==> src/rtl/key_debounce.sv <==
// Push-button conditioner: two-flop synchronizer, symmetric press/release debounce
// and an optional hold-to-repeat strobe train. All outputs are registered.
module key_debounce #(
    parameter int unsigned DEBOUNCE_CYCLES = 1_000_000,
    parameter int unsigned REPEAT_DELAY    = 25_000_000,
    parameter int unsigned REPEAT_PERIOD   = 5_000_000,
    parameter int unsigned CNT_W           = 26
) (
    input  logic clk,
    input  logic rst,
    input  logic key_n,
    output logic pressed,
    output logic press_pulse,
    output logic release_pulse,
    output logic repeat_pulse
);

    typedef enum logic [1:0] {StIdle, StPressWait, StHeld, StRelWait} state_e;

    localparam logic [CNT_W-1:0] DebLimit  = CNT_W'(DEBOUNCE_CYCLES);
    localparam logic [CNT_W-1:0] RepDelay  = CNT_W'(REPEAT_DELAY);
    localparam logic [CNT_W-1:0] RepPeriod = CNT_W'(REPEAT_PERIOD);
    localparam logic [CNT_W-1:0] CntMax    = '1;
    localparam logic [CNT_W-1:0] CntOne    = CNT_W'(1);
    localparam bit               RepeatEn  = (REPEAT_DELAY != 0);
    localparam bit               DebSingle = (DEBOUNCE_CYCLES == 1);

    logic s1, s2;
    state_e state_q, state_d;
    logic [CNT_W-1:0] deb_cnt_q, deb_cnt_d;
    logic [CNT_W-1:0] rep_cnt_q, rep_cnt_d;
    logic rep_first_q, rep_first_d;
    logic go_press, go_release;
    logic rep_fire;
    logic [CNT_W-1:0] deb_inc, rep_inc, rep_target;
    logic pressed_d, press_d, release_d, repeat_d;

    always_ff @(posedge clk or posedge rst) begin
        if (rst) begin
            s1 <= 1'b0;
            s2 <= 1'b0;
        end else begin
            s1 <= ~key_n;
            s2 <= s1;
        end
    end

    always_ff @(posedge clk or posedge rst) begin
        if (rst) begin
            state_q       <= StIdle;
            deb_cnt_q     <= '0;
            rep_cnt_q     <= '0;
            rep_first_q   <= 1'b1;
            pressed       <= 1'b0;
            press_pulse   <= 1'b0;
            release_pulse <= 1'b0;
            repeat_pulse  <= 1'b0;
        end else begin
            state_q       <= state_d;
            deb_cnt_q     <= deb_cnt_d;
            rep_cnt_q     <= rep_cnt_d;
            rep_first_q   <= rep_first_d;
            pressed       <= pressed_d;
            press_pulse   <= press_d;
            release_pulse <= release_d;
            repeat_pulse  <= repeat_d;
        end
    end

    // Saturating increments; the repeat counter restarts after every strobe.
    assign deb_inc    = (deb_cnt_q == CntMax) ? deb_cnt_q : deb_cnt_q + CntOne;
    assign rep_inc    = (rep_cnt_q == CntMax) ? rep_cnt_q : rep_cnt_q + CntOne;
    assign rep_target = rep_first_q ? RepDelay : RepPeriod;
    assign rep_fire   = RepeatEn && (state_q == StHeld) && s2 && (rep_inc == rep_target);

    always_comb begin
        state_d     = state_q;
        deb_cnt_d   = deb_cnt_q;
        rep_cnt_d   = rep_cnt_q;
        rep_first_d = rep_first_q;
        go_press    = 1'b0;
        go_release  = 1'b0;
        unique case (state_q)
            StIdle: begin
                if (s2) begin
                    if (DebSingle) begin
                        state_d     = StHeld;
                        go_press    = 1'b1;
                        rep_cnt_d   = '0;
                        rep_first_d = 1'b1;
                    end else begin
                        state_d   = StPressWait;
                        deb_cnt_d = CntOne;
                    end
                end
            end
            StPressWait: begin
                if (!s2) begin
                    state_d   = StIdle;
                    deb_cnt_d = '0;
                end else if (deb_cnt_q == DebLimit) begin
                    state_d     = StHeld;
                    go_press    = 1'b1;
                    deb_cnt_d   = '0;
                    rep_cnt_d   = '0;
                    rep_first_d = 1'b1;
                end else begin
                    deb_cnt_d = deb_inc;
                end
            end
            StHeld: begin
                if (!s2) begin
                    if (DebSingle) begin
                        state_d    = StIdle;
                        go_release = 1'b1;
                    end else begin
                        state_d   = StRelWait;
                        deb_cnt_d = CntOne;
                    end
                end else if (rep_fire) begin
                    rep_cnt_d   = '0;
                    rep_first_d = 1'b0;
                end else begin
                    rep_cnt_d = rep_inc;
                end
            end
            StRelWait: begin
                if (s2) begin
                    state_d   = StHeld;
                    deb_cnt_d = '0;
                end else if (deb_cnt_q == DebLimit) begin
                    state_d    = StIdle;
                    go_release = 1'b1;
                    deb_cnt_d  = '0;
                end else begin
                    deb_cnt_d = deb_inc;
                end
            end
            default: state_d = StIdle;
        endcase
    end

    always_comb begin
        press_d   = go_press;
        release_d = go_release;
        repeat_d  = rep_fire;
        pressed_d = pressed;
        if (go_press) begin
            pressed_d = 1'b1;
        end else if (go_release) begin
            pressed_d = 1'b0;
        end
    end

endmodule

==> config.mk <==
export PLATFORM = sky130hd
export DESIGN_NAME = key_debounce
export DESIGN_NICKNAME = d
export VERILOG_FILES = /design/src/rtl/key_debounce.sv
export SDC_FILE = /design/constraint.sdc
export NUM_CORES = 1
export LEC_CHECK = 0
export CORE_ASPECT_RATIO = 0.8
export CORE_MARGIN = 1.5
export CORE_UTILIZATION = 50
export DETAILED_ROUTE_END_ITERATION = 12
export GPL_TIMING_DRIVEN = 1
export PLACE_DENSITY = 0.66
export SYNTH_ARGS = -nofsm -noshare
export SYNTH_HDL_FRONTEND = slang
export SYNTH_SLANG_ARGS = --single-unit
export TNS_END_PERCENT = 20
==> constraint.sdc <==
create_clock -name clk -period 7.3 [get_ports clk]
set_input_delay 1.46 -clock clk [delete_from_list [all_inputs] [get_ports clk]]
set_output_delay 1.46 -clock clk [all_outputs]
set_load 0.02 [all_outputs]
==> results.json <==
{
  "drc": 0,
  "hold_class": "reg2reg",
  "p_per_area_nw_per_um2": 181,
  "status": "finished clean",
  "fp.dieArea_um2": 8490,
  "syn_inst": 467,
  "p_leak_nw": 1.76,
  "setup_viol": 0,
  "final_cell_mix": "dfrtp_1 (60), nand2_1 (51), o21ai_0 (49)",
  "min_from": "s1",
  "relSlewSlack_pct": 26.7,
  "grt_max_degree": 62,
  "power_uw": 769,
  "clockRootBuffer": "clkbuf_8",
  "cts_setup_buffers": 0,
  "wl_per_cell_um": 17.8,
  "hold_buffers": 0,
  "whs_path_depth": 0,
  "area_growth_pct": 7.21,
  "syn-cell-area_um2": 3970,
  "grt_pass1_vias": 3119,
  "yosysSeqAreaShare_pct": 38.5,
  "row_count": 28,
  "synth_edf_count": 0,
  "holdPathEnd": "s2",
  "rrSetupSlack_ns": 3.01,
  "r2r_end": "rep_cnt_q[22]",
  "dieHeight_um": 82.7,
  "antenna_cells": 0,
  "ir_worst_vdd_mv": 0.126,
  "wirelength_mm": 10.1,
  "skew_ns": 0.00769,
  "grt_pass1_wl_mm": 16.5,
  "path_clk_slew_ns": 0.07,
  "cap_violations": 0,
  "critPathLaunchType": "flip-flop",
  "cts_tree": "done",
  "arrival_ns": 4.53,
  "reg2reg_depth": 10,
  "period_share_pct": 58.8,
  "final-max-slew-violation-count": 0,
  "cts_sinks": 61,
  "synthArstFlopShare_pct": 100,
  "synth_warnings": 0,
  "setup-tns-final_ns": 0,
  "grt-ovfl-total": 0,
  "cts_buffers": 9,
  "dp_hpwl_mm": 7.07,
  "io_pins": 7,
  "cts_buffer_depth": 2,
  "clk_latency_ns": 0.35,
  "antenna_found_initial": 0,
  "cp_data_required_time_ns": 7.54,
  "drt_iter0_markers": 430,
  "finalCoreUtilization_pct": 56.5,
  "worst-setup-path-type": "reg2reg",
  "htree_num_levels": 3,
  "die_w_um": 103,
  "ant_nets": 0,
  "yosys_register_bits": 61,
  "layout_commonest_cell": "dfrtp_1",
  "via_per_inst": 6.39,
  "end_kind": "flip-flop",
  "port_buffers": 6,
  "cts_resized": 0,
  "syn_area_per_cell_um2": 8.50,
  "synth-main-ff-cell": "dfrtp_1",
  "grt_usage_pct": 26.0,
  "dr_total_vias": 3629,
  "fin_crit_ns": 4.29,
  "fmax_mhz": 233,
  "cp_max_fo": 19,
  "hold_viol_final": 0,
  "place_congestion": 0.970,
  "worst_pin_slew_ns": 1.10,
  "drt_pass1_iterations": 5,
  "final_nets": 464,
  "nFillCells": 693,
  "drive_above_1_share_pct": 9.29,
  "hold_ws_ns": 0.370,
  "synth_nets": 473,
  "rsz0062_at_grt": "false",
  "rr_startpoint": "rep_cnt_q[0]",
  "coreArea_um2": 7530,
  "synth.distinct_cells": 63,
  "initial_core_util_pct": 52.7
}
-- area by class of cell --
cell class / instances / area [um2] / area share, %
flip-flops and latches: 61 / 1530 / 35.9
multi-input cells: 370 / 2280 / 53.5
well taps: 105 / 131 / 3.09
clock buffers: 11 / 151 / 3.56
clock inverters: 5 / 58.8 / 1.38
inverters: 7 / 26.3 / 0.617
repair buffers: 9 / 82.6 / 1.94
-- state kept, by name, indices dropped and copies added (netlist names), named ones only --
signal         flops
release_pulse      1
repeat_pulse       1
press_pulse        1
rep_cnt_q         26
s2                 1
s1                 1
rep_first_q        1
pressed            1
deb_cnt_q         26
state_q            1
-- stage by stage --
step / worst slack, ns / cells / area (um2)
after floorplan: 4.08 / 467 / 3970
after global placement: 3.28 / 552 / 4050
after detailed placement: 3.14 / 552 / 4050
after global routing: 2.68 / 568 / 4260
after CTS: 3.12 / 568 / 4260
final: 3.01 / 568 / 4260
-- cells in the mapped netlist, types with 7 or more instances --
cell type | count | area, um2
clkbuf_1 | 16 | 60.1
buf_2 | 9 | 45.0
and3_1 | 13 | 81.3
nand4_1 | 18 | 113
nand3_1 | 26 | 130
nand2_1 | 51 | 191
o21ai_0 | 49 | 245
and4_1 | 7 | 61.3
xor2_1 | 7 | 61.3
nor4_1 | 10 | 62.6
nor2_1 | 31 | 116
nor3_1 | 16 | 80.1
inv_1 | 7 | 26.3
o31ai_1 | 12 | 90.1
a21oi_1 | 26 | 130
dfrtp_1 | 60 | 1500
-- worst max-delay path, stage by stage (launching register included) --
cell	delay, ns
dfrtp_1	0.46
ha_1	0.30
nand4_1	0.26
nor4_4	0.48
and2_1	0.49
nor3_2	0.14
xor2_1	0.20
or4b_4	0.51
o41ai_4	0.88
o21ai_1	0.18
a22o_1	0.26
-- report_power, final --
group	internal, mW	switching [mW]	total, mW	leakage (nW)
combinational	0.0306	0.0628	0.0934	0.815
sequential	0.347	0.0139	0.361	0.839
clock	0.176	0.138	0.314	0.102
-- cell families (layout without fill, tap and decap cells) --
kind of cell    after synthesis  after routing  synth area share [%]
fa+ha+maj                     3              3                 0.945
flops                        61             61                  38.5
mux                           5              5                  1.29
compound gates              132            132                  21.8
simple gates                219            219                  30.9
xor+xnor                     11             11                  2.43
buf+inv                      36             32                  4.13
-- layer usage --
layer  track usage (%)  vias to the layer above  wire (um)
met4              6.58                        0         91
met3              5.39                        7        935
met1              42.4                     1711       5120
li1                  -                     1732          -
met2              33.8                      179       3940
met5                 0                        -          0
-- worst max-delay path by stage --
stage          slack [ns]  cells past startpoint       endpoint           from
2_1_floorplan        4.08                     10  rep_cnt_q[22]  rep_cnt_q[11]
3_3_place_gp         3.28                      9  rep_cnt_q[18]   rep_cnt_q[8]
3_5_place_dp         3.14                     10  rep_cnt_q[22]   rep_cnt_q[0]
4_1_cts              3.12                     10  rep_cnt_q[22]   rep_cnt_q[0]
5_1_grt              2.68                     10  rep_cnt_q[22]   rep_cnt_q[0]
6_report             3.01                     10  rep_cnt_q[22]   rep_cnt_q[0]
No activity file was read; power rests on OpenSTA's default activity.
